### src/rtl/mem_pkg.sv
// mem_pkg: shared types and constants for the MEM-stage load/store unit
// Provides region codes, RV32I funct3 width codes, the IO FSM state and the
// control bundle carried from MEM into WB for load extraction.
package mem_pkg;
    localparam logic [3:0] REG_DMEM      = 4'b0001;
    localparam logic [3:0] REG_DMEM_IMEM = 4'b0011;
    localparam logic [3:0] REG_IMEM      = 4'b0010;
    localparam logic [3:0] REG_IO        = 4'b1000;

    localparam logic [2:0] F3_LB  = 3'b000;
    localparam logic [2:0] F3_LH  = 3'b001;
    localparam logic [2:0] F3_LW  = 3'b010;
    localparam logic [2:0] F3_LBU = 3'b100;
    localparam logic [2:0] F3_LHU = 3'b101;
    localparam logic [1:0] SZ_B   = 2'b00;
    localparam logic [1:0] SZ_H   = 2'b01;
    localparam logic [1:0] SZ_W   = 2'b10;

    typedef enum logic {ST_IDLE = 1'b0, ST_WAIT = 1'b1} io_state_t;

    typedef enum logic [1:0] {SRC_NONE = 2'd0, SRC_DMEM = 2'd1, SRC_IO = 2'd2} ld_src_t;

    typedef struct packed {
        logic [2:0] funct3;
        logic [1:0] lane;
        ld_src_t    src;
    } ld_ctl_t;
endpackage

### src/rtl/lsu_align.sv
// lsu_align: store lane replication / byte enables, misalign detect, load extract + extend
// Ports: st_size/st_lane/st_data -> din/be/misalign (MEM cycle);
//        ld_funct3/ld_lane/ld_raw -> ld_data (WB cycle, fed by latched control).
module lsu_align
    import mem_pkg::*;
(
    input  logic [1:0]  st_size,
    input  logic [1:0]  st_lane,
    input  logic [31:0] st_data,
    output logic [31:0] din,
    output logic [3:0]  be,
    output logic        misalign,
    input  logic [2:0]  ld_funct3,
    input  logic [1:0]  ld_lane,
    input  logic [31:0] ld_raw,
    output logic [31:0] ld_data
);
    logic [15:0] sh;

    always_comb begin
        din      = st_size == SZ_B ? {4{st_data[7:0]}} :
                   st_size == SZ_H ? {2{st_data[15:0]}} : st_data;
        be       = st_size == SZ_B ? 4'b0001 << st_lane :
                   st_size == SZ_H ? 4'b0011 << {st_lane[1], 1'b0} : 4'hF;
        misalign = (st_size == SZ_H && st_lane[0]) || (st_size == SZ_W && st_lane != 2'b00);
    end

    // Shifting the addressed lane down to bit 0 serves both byte and half loads.
    assign sh = 16'(ld_raw >> {ld_lane, 3'b000});

    always_comb begin
        ld_data = ld_funct3 == F3_LB  ? {{24{sh[7]}}, sh[7:0]} :
                  ld_funct3 == F3_LH  ? {{16{sh[15]}}, sh[15:0]} :
                  ld_funct3 == F3_LBU ? {24'b0, sh[7:0]} :
                  ld_funct3 == F3_LHU ? {16'b0, sh[15:0]} : ld_raw;
    end
endmodule

### src/rtl/mem_stage_lsu.sv
// mem_stage_lsu: MEM pipeline stage with DMEM/IMEM-write/IO decode and MEM->WB register
// Ports: in_* from EX, flush kills the MEM instruction, stall_o holds EX;
//        dmem_* sync data memory, imem_* instruction-memory write port,
//        io_* request/ack bus with timeout, wb_* registered MEM->WB state,
//        wb_ld_data extracted load result computed in the WB cycle.
module mem_stage_lsu
    import mem_pkg::*;
#(
    parameter int XLEN        = 32,
    parameter int DMEM_AW     = 14,
    parameter int IMEM_AW     = 14,
    parameter int IO_MAX_WAIT = 16
) (
    input  logic               clk,
    input  logic               rst_n,
    input  logic               in_valid,
    input  logic [XLEN-1:0]    in_pc,
    input  logic [XLEN-1:0]    in_addr,
    input  logic [XLEN-1:0]    in_wdata,
    input  logic [2:0]         in_funct3,
    input  logic               in_load,
    input  logic               in_store,
    input  logic [4:0]         in_rd,
    input  logic               flush,
    output logic               stall_o,
    output logic               dmem_en,
    output logic [3:0]         dmem_we,
    output logic [DMEM_AW-1:0] dmem_addr,
    output logic [XLEN-1:0]    dmem_din,
    input  logic [XLEN-1:0]    dmem_dout,
    output logic               imem_en,
    output logic [3:0]         imem_wea,
    output logic [IMEM_AW-1:0] imem_addr,
    output logic [XLEN-1:0]    imem_din,
    output logic               io_req,
    output logic               io_we,
    output logic [3:0]         io_be,
    output logic [XLEN-1:0]    io_addr,
    output logic [XLEN-1:0]    io_wdata,
    input  logic               io_ack,
    input  logic [XLEN-1:0]    io_rdata,
    output logic               wb_valid,
    output logic [XLEN-1:0]    wb_pc,
    output logic [XLEN-1:0]    wb_alu,
    output logic [4:0]         wb_rd,
    output logic               wb_load,
    output logic [XLEN-1:0]    wb_ld_data,
    output logic               wb_misalign,
    output logic               wb_io_timeout
);
    localparam int CW = $clog2(IO_MAX_WAIT + 1);

    if (XLEN != 32) begin : g_xlen_check
        $error("mem_stage_lsu supports XLEN=32 only");
    end

    io_state_t   state, state_nx;
    logic [CW-1:0] cnt;
    ld_ctl_t     ld_ctl;
    logic [3:0]  region, be;
    logic [31:0] din, io_pc_r, io_rdata_r, ld_raw;
    logic [4:0]  io_rd_r;
    logic [2:0]  io_f3_r;
    logic        io_load_r;
    logic        is_dmem, is_imem, is_io, mem_op, mis, act, idle, start, timeout, done;

    assign region  = in_addr[31:28];
    assign is_dmem = region == REG_DMEM || region == REG_DMEM_IMEM;
    assign is_imem = region == REG_IMEM || region == REG_DMEM_IMEM;
    assign is_io   = region == REG_IO;
    // rst_n is folded in so every enable and stall_o drops the moment reset asserts.
    assign mem_op  = rst_n & in_valid & ~flush & (in_load | in_store);
    assign act     = mem_op & ~mis;
    assign idle    = state == ST_IDLE;
    assign start   = idle & act & is_io;
    assign timeout = cnt == CW'(IO_MAX_WAIT - 1);
    // flush is deliberately absent here: an IO transaction always runs to completion.
    assign done    = ~idle & (io_ack | timeout);
    assign stall_o = start | (~idle & ~io_ack & ~timeout);

    lsu_align u_align (
        .st_size   (in_funct3[1:0]),
        .st_lane   (in_addr[1:0]),
        .st_data   (in_wdata),
        .din       (din),
        .be        (be),
        .misalign  (mis),
        .ld_funct3 (ld_ctl.funct3),
        .ld_lane   (ld_ctl.lane),
        .ld_raw    (ld_raw),
        .ld_data   (wb_ld_data)
    );

    assign dmem_en   = idle & act & is_dmem;
    assign dmem_we   = (dmem_en & in_store) ? be : 4'b0;
    assign dmem_addr = in_addr[DMEM_AW+1:2];
    assign dmem_din  = din;
    assign imem_en   = idle & act & in_store & is_imem;
    assign imem_wea  = imem_en ? be : 4'b0;
    assign imem_addr = in_addr[IMEM_AW+1:2];
    assign imem_din  = din;

    assign ld_raw = ld_ctl.src == SRC_DMEM ? dmem_dout :
                    ld_ctl.src == SRC_IO   ? io_rdata_r : 32'b0;

    always_ff @(posedge clk or negedge rst_n) begin
        if (!rst_n) state <= ST_IDLE;
        else        state <= state_nx;
    end

    always_comb begin
        state_nx = start ? ST_WAIT : done ? ST_IDLE : state;
    end

    // io_req is high exactly while in WAIT, so it is the registered state itself.
    always_comb begin
        io_req = state == ST_WAIT;
    end

    always_ff @(posedge clk or negedge rst_n) begin
        if (!rst_n) cnt <= '0;
        else        cnt <= (~idle & ~done) ? cnt + 1'b1 : '0;
    end

    // The IO instruction is captured on entry so completion does not depend on EX holding it.
    always_ff @(posedge clk or negedge rst_n) begin
        if (!rst_n) begin
            io_we     <= 1'b0;
            io_be     <= 4'b0;
            io_addr   <= '0;
            io_wdata  <= '0;
            io_pc_r   <= '0;
            io_rd_r   <= '0;
            io_f3_r   <= '0;
            io_load_r <= 1'b0;
        end else if (start) begin
            io_we     <= in_store;
            io_be     <= be;
            io_addr   <= in_addr;
            io_wdata  <= din;
            io_pc_r   <= in_pc;
            io_rd_r   <= in_rd;
            io_f3_r   <= in_funct3;
            io_load_r <= in_load;
        end
    end

    always_ff @(posedge clk or negedge rst_n) begin
        if (!rst_n) begin
            wb_valid      <= 1'b0;
            wb_pc         <= '0;
            wb_alu        <= '0;
            wb_rd         <= '0;
            wb_load       <= 1'b0;
            wb_misalign   <= 1'b0;
            wb_io_timeout <= 1'b0;
            io_rdata_r    <= '0;
            ld_ctl        <= '{funct3: 3'b0, lane: 2'b0, src: SRC_NONE};
        end else if (done) begin
            wb_valid      <= 1'b1;
            wb_pc         <= io_pc_r;
            wb_alu        <= io_addr;
            wb_rd         <= io_rd_r;
            wb_load       <= io_load_r;
            wb_misalign   <= 1'b0;
            wb_io_timeout <= ~io_ack;
            io_rdata_r    <= io_ack ? io_rdata : 32'b0;
            ld_ctl.funct3 <= io_f3_r;
            ld_ctl.lane   <= io_addr[1:0];
            ld_ctl.src    <= SRC_IO;
        end else if (stall_o) begin
            wb_valid      <= 1'b0;
        end else begin
            wb_valid      <= rst_n & in_valid & ~flush;
            wb_pc         <= in_pc;
            wb_alu        <= in_addr;
            wb_rd         <= in_rd;
            wb_load       <= in_load;
            wb_misalign   <= mem_op & mis;
            wb_io_timeout <= 1'b0;
            ld_ctl.funct3 <= in_funct3;
            ld_ctl.lane   <= in_addr[1:0];
            ld_ctl.src    <= (act & in_load & is_dmem) ? SRC_DMEM : SRC_NONE;
        end
    end
endmodule
### config.mk
export PLATFORM = sky130hd
export DESIGN_NAME = mem_stage_lsu
export DESIGN_NICKNAME = d
export VERILOG_FILES = /design/src/rtl/mem_pkg.sv /design/src/rtl/lsu_align.sv /design/src/rtl/mem_stage_lsu.sv
export SDC_FILE = /design/constraint.sdc
export NUM_CORES = 1
export LEC_CHECK = 0
export BUFFER_PORTS_ARGS = -buffer_cell sky130_fd_sc_hd__buf_4
export CAP_MARGIN = 0
export CORE_MARGIN = 3
export CORE_UTILIZATION = 29
export DETAILED_ROUTE_END_ITERATION = 16
export GPL_ROUTABILITY_DRIVEN = 0
export GPL_TIMING_DRIVEN = 1
export PLACE_DENSITY = 0.56
export SLEW_MARGIN = 25
export SYNTH_ARGS = -nofsm -noshare
export SYNTH_HDL_FRONTEND = slang
export SYNTH_HIERARCHICAL = 1
export SYNTH_SLANG_ARGS = --single-unit
### constraint.sdc
create_clock -name clk -period 3.65 [get_ports clk]
set_input_delay 0.73 -clock clk [delete_from_list [all_inputs] [get_ports clk]]
set_output_delay 0.73 -clock clk [all_outputs]
set_load 0.005 [all_outputs]
* Yosys cells after proc, flatten, opt, wreduce, memory -nomap -nowiden
Cells that the tools add are included.
W data, S select, Z words.
** Operators by class
- Add/subtract/negate cells :: 1
- Equality and inequality tests :: 13
- Shifts and indexed selects :: 3
- Muxes and demuxes :: 33
- Bitwise operators :: 26
- Reduce and logical (&&, ||, !) cells :: 9
** Operators by type and width (count)
- $mux W32 :: 13
- $shr A32 B5 Y16 :: 1
- $and A1 B1 Y1 :: 17
- $mux W4 :: 4
- $mux W5 :: 3
- $mux W7 :: 2
- $mux W1 :: 11
- $eq A4 B2 Y1 const B :: 2
- $eq A3 B3 Y1 const B :: 2
- $not A1 Y1 :: 6
- $add A5 B1 Y5 const B :: 1
- $eq A5 B4 Y1 const B :: 1
- $eq A2 B1 Y1 const B :: 2
- $eq A2 B2 Y1 const B :: 2
- $eq A4 B1 Y1 const B :: 1
- $eq A4 B4 Y1 const B :: 1
- $reduce_bool A2 Y1 :: 2
- $shl A1 B2 Y4 const A :: 1
- $shl A2 B2 Y4 const A :: 1
- $eq A3 B1 Y1 const B :: 1
- $logic_not A3 Y1 :: 1
- $logic_or A1 B1 Y1 :: 3
- $or A1 B1 Y1 :: 3
- $logic_and A1 B1 Y1 :: 2
- other kinds (2) :: 2
** Word-level totals
- Flip-flop bits (word level) :: 228
- Word-level logic and storage cells :: 106

* Logic depth before layout (Yosys ltp)
Gate-level depths: netlist (run 1).
- Depth after elaboration :: 10
- Mapped depth :: 11

* Modules after synthesis
Netlist (run 1), hierarchy kept.
** Modules (own cells, without submodules)
- mem_stage_lsu :: instances 1, cells each 875, area each 10226.1 µm², seq. area each 5655.4 µm²
- lsu_align :: instances 1, cells each 194, area each 1362.6 µm², seq. area each 0.0 µm²

* Least setup slack after synthesis (run 1)
No wires, ideal clock.
- Kind :: input to output
- Start :: input port in_funct3[0]
- End :: output port stall_o
- Arrival :: 2.323 ns
- Path slack :: 0.597 ns
- Cell stages on the path :: 8
- Path through :: buf_2 -> xor2_1 -> nand2_1 -> nand2_1 -> or2_1 -> clkbuf_1 -> o41ai_2 -> clkbuf_1
** On the way
- Cells in the longest elaborated chain, start to end :: 8
- Elaborated cells on any way between the ends :: 10
- Classes of those cells :: eq/ne: 2; bitwise: 5; reduce/logical: 3
** Ends and longest elaborated chain
- from (decl) :: line mem_stage_lsu.sv:20 : input logic [2:0] in_funct3,
- $eq A2 B1 Y1 / $eq A2 B2 Y1 (equally long branches) :: line lsu_align.sv:25 : misalign = (st_size == SZ_H && st_lane[0]) || (st_size == SZ_W && st_lane != 2'b00);
- $logic_and A1 B1 Y1 :: line lsu_align.sv:25
- $logic_or A1 B1 Y1 * :: line lsu_align.sv:25
- net mis :: line mem_stage_lsu.sv:65 : logic is_dmem, is_imem, is_io, mem_op, mis, act, idle, start, timeout, done;
- $not A1 Y1 * :: line mem_stage_lsu.sv:73 : assign act = mem_op & ~mis;
- $and A1 B1 Y1 * :: line mem_stage_lsu.sv:73
- $and A1 B1 Y1 * (2 in a row) :: line mem_stage_lsu.sv:75 : assign start = idle & act & is_io;
- $or A1 B1 Y1 * :: line mem_stage_lsu.sv:79 : assign stall_o = start | (~idle & ~io_ack & ~timeout);
- to (decl) :: line mem_stage_lsu.sv:25 : output logic stall_o,
The timed path passes the listed nets; every way through them passes the cells marked *.

* Worst setup path after layout (run 1)
- Start :: register ld_ctl[1] in the netlist's numbering
- End :: output port wb_ld_data[31]
** On the way
- Elaborated cells on any way between the ends :: 9
- Classes of those cells :: eq/ne: 2; shift: 1; mux: 6
** RTL lines
- from (decl) :: line mem_stage_lsu.sv:59 : ld_ctl_t ld_ctl;
- from (signal assigned) :: line mem_stage_lsu.sv:158 : ld_ctl <= '{funct3: 3'b0, lane: 2'b0, src: SRC_NONE};
- $eq A2 B2 Y1 :: line mem_stage_lsu.sv:104 : ld_ctl.src == SRC_IO ? io_rdata_r : 32'b0;
- $mux W32 :: line mem_stage_lsu.sv:104
- $mux W32 * :: line mem_stage_lsu.sv:103 : assign ld_raw = ld_ctl.src == SRC_DMEM ? dmem_dout :
- net ld_raw[23] :: line mem_stage_lsu.sv:61 : logic [31:0] din, io_pc_r, io_rdata_r, ld_raw;
- $shr A32 B5 Y16 * :: line lsu_align.sv:29 : assign sh = 16'(ld_raw >> {ld_lane, 3'b000});
- $mux W32 :: line lsu_align.sv:33 : ld_funct3 == F3_LH ? {{16{sh[15]}}, sh[15:0]} :
- $mux W32 * :: line lsu_align.sv:32 : ld_data = ld_funct3 == F3_LB ? {{24{sh[7]}}, sh[7:0]} :
- to (decl) :: line mem_stage_lsu.sv:47 : output logic [XLEN-1:0] wb_ld_data,
Marked as above.

==> metrics.md, run 1 <==
| Metric | Value |
|---|---|
| Drt pass-1 iters | `5` |
| Max clock buf depth | `3` |
| Placed Instances | `1,906` |
| Slew Viols, Final | `0` |
| Grt ovf | `0` |
| Fill cells | `3,827` |
| Maximum number of pins on one net before global-route repair | `118` |
| Max IR drop VDD | `309.0 uV` |
| Synth Flop Type | `dfrtp_1` |
| DP Wirelength | `29.12 mm` |
| IO Pins | `453` |
| # DRC | `0` |
| Final Setup Violations | `0` |
| Clock buffer count from CTS | `29` |
| Pwr/cell area | `415.6 mW/mm2` |
| Cts hold-fix bufs | `0` |
| Wire length of the first global-routing pass | `61.91 mm` |
| Initial DRC Count | `507` |
| Crit-path cells | `nor2b_4 -> a22o_1 -> mux2_4 -> o221ai_4 -> o21ai_0 -> buf_4` |
| Yosys top cell by area | `dfrtp_1` |
| Clk Latency, worst-skew pair | `0.56 ns` |
| DIE WIDTH | `205.9 um` |
| Number of routed nets with antenna violations | `0` |
| Vias per inst | `5.006` |
| Net count, final | `1,596` |
| # port buffers | `452` |
| CP Depth | `6` |
| Post-Syn Area per Cell | `10.84 um2` |
| Status | `complete, no violations` |
| CP delay by family, top | `compound AO/OA/AOI/OAI gates` |
| Final Core Density | `0.4081` |
| Number of global-route vias before repair | `10,030` |
| Worst setup SP type | `flop` |
| Initial cell density of the core | `0.2964` |
| Synth Register Bits | `226` |
| Headroom to the max-slew limit | `0.4692` |
| Crit Path Class | `reg -> out` |
| Final worst hold slack | `0.2805 ns` |
| HP Class | `in -> async` |
| Worst Path Required | `2.92 ns` |
| Worst reg2reg path depth | `7` |
| Fin crit share | `0.9425` |
| Drt wl/cell | `21.10 um` |
| Slowest stage delay, CP | `0.52 ns` |
| Post-synth top area share | `0.4880` |
| Max-Cap Viols | `0` |
| # clock sinks | `226` |
| Setup ws final | `0.2100 ns` |
| Crit path buffers/inverters | `1` |
| Synth cell types | `56` |
| Worst Path Arrival | `2.71 ns` |
| Die height | `205.9 um` |
| Layout cell share with drive strength beyond 1 | `0.4688` |
| Fmax | `290.7 MHz` |
| Fin crit period | `3.440 ns` |
| Gate Count Post-Synth | `1,069` |
| Sequential-to-total area share from yosys stat | `0.4880` |
| Syn Nets | `1,246` |
| Area grow syn2layout | `37.67%` |
| Clock root buffer | `clkbuf_16` |
| Row count | `72` |
| Die ar. | `0.04239 mm2` |
| CP max stage cell | `o221ai_4` |
| Synth area leaders | `dfrtp_1 49%, mux2_2 9.5%, a32oi_1 5.5%, a22o_1 4.8%, buf_4 4.5%` |
| RSZ-0062 raised after global routing | `no` |
| H-tree levels | `1` |
| Clock-pin slew on the worst setup and hold paths | `0.06 ns` |
| Critical Path Fanout Max | `16` |
| Non-Filler Instances | `1,959` |
| Static leakage | `8.093 nW` |
| Clock skew | `0.01782 ns` |
| Final hold violations | `0` |
| Synthesized cell area | `0.01159 mm2` |
| Synth Warn # | `6` |
| Initial antenna violation count | `0` |
| Core Box Area | `0.03910 mm2` |
| CTS tree | `done` |
| Routed vias | `9,806` |
| GRT Resource Usage Total | `0.1870` |
| Dpl ws | `0.3992 ns` |
| EDFF count, synth | `0` |
| Worst setup EP type | `output port` |
| WL final | `41.34 mm` |
| Async S/R FF share, synth | `1.000` |
| TNS Setup | `0 ns` |
| Worst-margin pin slew | `0.7963 ns` |
-- where the power goes --
| group | total (W) | switching [W] | internal, W |
|---|---|---|---|
| combinational | 0.000990 | 0.000423 | 0.000567 |
| clock | 0.00281 | 0.00113 | 0.00168 |
| sequential | 0.00283 | 0.000129 | 0.00270 |
| total | 0.00663 | 0.00168 | 0.00495 |
-- cells in the final DEF (no fill, tap or decap), types with 3 or more instances in the layout --
cell type    n
o21ai_0     21
a21oi_1     73
clkbuf_16   29
nand2_1    108
inv_1       77
mux2_4      26
a22o_1      64
nand2b_1     9
nor2b_1      3
nor2_1      11
dfrtp_1    226
o22ai_1      7
and2_1       7
a22oi_1      8
a21o_1       4
clkbuf_8     4
o211ai_1    16
o21ai_2     10
mux2_2      98
mux2i_1      8
o21bai_1     3
and4_1       8
buf_12       6
clkbuf_1     7
buf_4      473
a221oi_1     7
clkinv_2     6
a32oi_1     73
-- sequential cells by signal, summed over array words and instances (netlist names), 3 cells and up --
name and flops:
io_addr 32, io_pc_r 32, io_rdata_r 32, io_wdata 32, wb_alu 32, wb_pc 32, cnt 5, io_rd_r 5
ld_ctl 5, wb_rd 5, io_be 4, io_f3_r 3
-- metrics by stage --
step                      power [W]  cell area [um2]
after floorplan            0.003269            11590
after global placement     0.003857            15010
after detailed placement   0.003873            15010
after CTS                  0.006758            15940
after global routing       0.006944            15950
final                      0.006631            15950
-- timing repair --
item / in CTS / in global routing
endpoints found under the setup margin: 0 / 13
setup buffers: 0 / 0
resized for setup: 0 / 2
-- cells by family (layout without fill, tap and decap cells) --
group / after synthesis / after routing / synth area share
compound gates: 296 / 296 / 0.1914
buf+inv: 239 / 610 / 0.1086
flops: 226 / 226 / 0.4880
simple gates: 169 / 169 / 0.06899
mux: 133 / 133 / 0.1378
xor+xnor: 4 / 4 / 0.003024
fa+ha+maj: 2 / 2 / 0.002159
other cells: 0 / 1 / 0
-- layer usage --
metal	wire length [um]	vias up	GRT usage
met5	0	-	0
met4	1149	0	0.05309
met3	2502	62	0.04205
met2	20080	346	0.3083
met1	17610	4926	0.2475
li1	-	4472	-
-- worst paths after layout --
check	slack [ns]	endpoint	start
min in group clk	0.39	io_rdata_r[28]	io_rdata[28]
worst max register to register	1.12	wb_alu[7]	cnt[0]
max in group asynchronous	2.04	io_rd_r[1]	rst_n
worst min register to register	0.47	cnt[0]	cnt[0]
worst max-delay path	0.21	wb_ld_data[31]	ld_ctl[1]
worst min-delay path	0.28	io_pc_r[17]	rst_n
-- synth_stat cells (all sizes together) (2+ instances only) --
library cell / number
nor2: 12
nand2b: 9
a32oi: 73
xnor2: 2
a221oi: 7
buf: 107
mux2i: 8
dfrtp: 226
or2: 2
xor2: 2
or3b: 2
a22oi: 8
a21o: 4
a21oi: 73
o21ai: 32
nor4: 2
o41ai: 2
nand3b: 2
nor3: 2
nand2: 108
clkbuf: 54
and3: 2
o211ai: 16
nor2b: 5
o21bai: 3
nor3b: 3
and2: 7
o22ai: 7
ha: 2
inv: 78
and4: 8
a32o: 2
a22o: 64
mux2: 124
-- area by class of cell --
cell class	instances	area, um2	area share
sequential	226	5655	0.3545
timing repair buffer	480	3686	0.2310
tap	518	648.1	0.04062
clock buffer	40	807.0	0.05058
multi-input combinational	604	4737	0.2969
antenna	1	2.502	0.0001568
clock inverter	12	125.1	0.007842
inverter	78	292.8	0.01835
Note: power is estimated with default switching activity, not from simulation.
==> run 2: changes to the inputs <==
--- a/config.mk
+++ b/config.mk
@@ -9,6 +9,7 @@
 export CAP_MARGIN = 0
 export CORE_MARGIN = 3
 export CORE_UTILIZATION = 29
+export CTS_BUF_LIST = sky130_fd_sc_hd__clkbuf_8
 export DETAILED_ROUTE_END_ITERATION = 16
 export GPL_ROUTABILITY_DRIVEN = 0
 export GPL_TIMING_DRIVEN = 1
==> run 2 against run 1 <==
Net effect: maximum frequency down 0.40%; first-iteration DRC count grew 3.0%; power is 6.4% lower; global-route usage rose by 0.39 points; cell area down 0.96%; clock-buffer cell count rose by 9; die area stayed put; hold slack got worse by 0.022 ns; clock power fell by 15%.
==> metrics.md, run 2 (synthesized netlist as in run 1, its figures left out) <==
| Metric | Value |
|---|---|
| Status | `complete, no violations (unchanged)` |
| Fin crit share | `0.9463 (was 0.9425)` |
| RSZ-0062 raised after global routing | `no (unchanged)` |
| Initial DRC Count | `522 (was 507)` |
| # port buffers | `452 (unchanged)` |
| Max IR drop VDD | `228.7 uV (was 309.0 uV)` |
| Worst Path Required | `2.92 ns (about the same)` |
| Core Box Area | `0.03910 mm2 (unchanged)` |
| Fmax | `289.5 MHz (was 290.7 MHz)` |
| Routed vias | `9,881 (was 9,806)` |
| CP max stage cell | `mux4_2 (was o221ai_4)` |
| Final hold violations | `0 (unchanged)` |
| Row count | `72 (unchanged)` |
| Grt ovf | `0 (unchanged)` |
| CP delay by family, top | `multiplexers (was compound AO/OA/AOI/OAI gates)` |
| Setup ws final | `0.1961 ns (was 0.2100 ns)` |
| Commonest non-fill, non-tap cell in the layout | `buf_4 (unchanged)` |
| Slew Viols, Final | `0 (unchanged)` |
| WL final | `41.77 mm (was 41.34 mm)` |
| Worst Path Arrival | `2.72 ns (was 2.71 ns)` |
| Final Setup Violations | `0 (unchanged)` |
| TNS Setup | `0 ns (unchanged)` |
| DP Wirelength | `29.12 mm (unchanged)` |
| Crit Path Class | `reg -> out (unchanged)` |
| Worst setup EP type | `output port (unchanged)` |
| CP dominant cell by count | `buf_4` |
| Max-Cap Viols | `0 (unchanged)` |
| IO Pins | `453 (unchanged)` |
| # DRC | `0 (unchanged)` |
| Static leakage | `8.091 nW (was 8.093 nW)` |
| Maximum number of pins on one net before global-route repair | `118 (unchanged)` |
| Worst setup SP type | `flop (unchanged)` |
| Drt wl/cell | `21.16 um (was 21.10 um)` |
| Die height | `205.9 um (unchanged)` |
| Final worst hold slack | `0.2589 ns (was 0.2805 ns)` |
| Worst-margin pin slew | `0.8026 ns (was 0.7963 ns)` |
| Overall Power | `0.006204 W (was 0.006631 W)` |
| Clock skew | `0.01499 ns (was 0.01782 ns)` |
| Most frequent cells in the layout | `473 x buf_4, 226 x dfrtp_1, 108 x nand2_1, 98 x mux2_2, 92 x inv_1 (was 473 x buf_4, 226 x dfrtp_1, 108 x nand2_1, 98 x mux2_2, 77 x inv_1)` |
| Die ar. | `0.04239 mm2 (unchanged)` |
| Number of routed nets with antenna violations | `0 (unchanged)` |
| GRT Resource Usage Total | `0.1909 (was 0.1870)` |
| # clock sinks | `226 (unchanged)` |
| Clock buffer count from CTS | `43 (was 29)` |
| Initial cell density of the core | `0.2964 (unchanged)` |
| HP Class | `in -> async (unchanged)` |
| Number of diodes | `0 (was 1)` |
| Fin crit period | `3.454 ns (was 3.440 ns)` |
| Number of global-route vias before repair | `10,230 (was 10,030)` |
| H-tree levels | `2 (was 1)` |
| Crit-path cells | `nor2b_4 -> buf_4 -> a22o_1 -> mux4_2 -> nand2_1 -> o21ai_0 -> buf_4 (was nor2b_4 -> a22o_1 -> mux2_4 -> o221ai_4 -> o21ai_0 -> buf_4)` |
| Post-CTS setup buffer count | `0 (unchanged)` |
| Layout cell share with drive strength beyond 1 | `0.4691 (was 0.4688)` |
| Area grow syn2layout | `36.35% (was 37.67%)` |
| Dpl ws | `0.3992 ns (unchanged)` |
| Clock root buffer | `clkbuf_8 (was clkbuf_16)` |
| Slowest stage delay, CP | `0.49 ns (was 0.52 ns)` |
| Drt pass-1 iters | `4 (was 5)` |
| Headroom to the max-slew limit | `0.4626 (was 0.4692)` |
| Clk Latency, worst-skew pair | `0.58 ns (was 0.56 ns)` |
| Pwr/cell area | `392.7 mW/mm2 (was 415.6 mW/mm2)` |
| CTS tree | `done (unchanged)` |
| DIE WIDTH | `205.9 um (unchanged)` |
| Max clock buf depth | `3 (unchanged)` |
| Net count, final | `1,610 (was 1,596)` |
| Initial antenna violation count | `0 (unchanged)` |
| Vias per inst | `5.006 (about the same)` |
| Clock-pin slew on the worst setup and hold paths | `0.06 ns (about the same)` |
| Crit path buffers/inverters | `2 (was 1)` |
| Critical Path Fanout Max | `13 (was 16)` |
| Wire length of the first global-routing pass | `62.59 mm (was 61.91 mm)` |
[run 2: cell type report]
class                      instances  area [um2]
multi-input combinational        604        4737
tap                              518       648.1
inverter                          78       292.8
fill                            3845       23300
clock inverter                    19       107.6
sequential                       226        5655
clock buffer                      49       674.4
timing repair buffer             480        3686
[run 2: repair_timing]
| action | CTS | global route |
|---|---|---|
| gates resized for setup | 2 | 0 |
| cloned | 0 | 0 |
| hold endpoints to repair | 0 | 0 |
| endpoints found under the setup margin | 1 | 3 |
| hold buffers | 0 | 0 |
| pin swaps | 0 | 1 |
[run 2: final timing paths]
path / startpoint / to / slack (ns) / depth (start not counted)
worst max-delay path: ld_ctl[1] / wb_ld_data[12] / 0.20 / 7
worst min-delay path: rst_n / io_pc_r[17] / 0.26 / 2
worst max register to register: cnt[0] / wb_alu[31] / 1.11 / 7
worst min register to register: cnt[0] / cnt[0] / 0.47 / 1
max in group asynchronous: rst_n / wb_pc[0] / 2.08 / 3
min in group clk: io_rdata[28] / io_rdata_r[28] / 0.36 / 2
[run 2: through the flow]
stage	area (um2)	utilization	instances
after floorplan	11590	-	1069
after global placement	15010	0.3839	1906
after detailed placement	15010	0.3839	1906
after CTS	15800	0.4042	1974
after global routing	15800	0.4042	1974
final	15800	0.4042	1974
[run 2: power breakdown]
| group | internal, W | switching (W) | total (W) |
|---|---|---|---|
| logic | 0.000567 | 0.000425 | 0.000992 |
| clock network | 0.00128 | 0.00111 | 0.00238 |
| registers | 0.00270 | 0.000129 | 0.00283 |
[run 2: worst reg2reg max path: stages, from the launching register on]
cell     delay [ns]
dfrtp_1        0.40
ha_1           0.23
and3_1         0.19
ha_1           0.26
or3b_2         0.58
o41ai_4        0.14
buf_12         0.40
a22oi_1        0.20
[run 2: routing by layer]
layer	track usage	wire [um]
met1	0.2465	17520
met2	0.3097	20290
met3	0.04709	2636
met4	0.07321	1321
met5	0	0
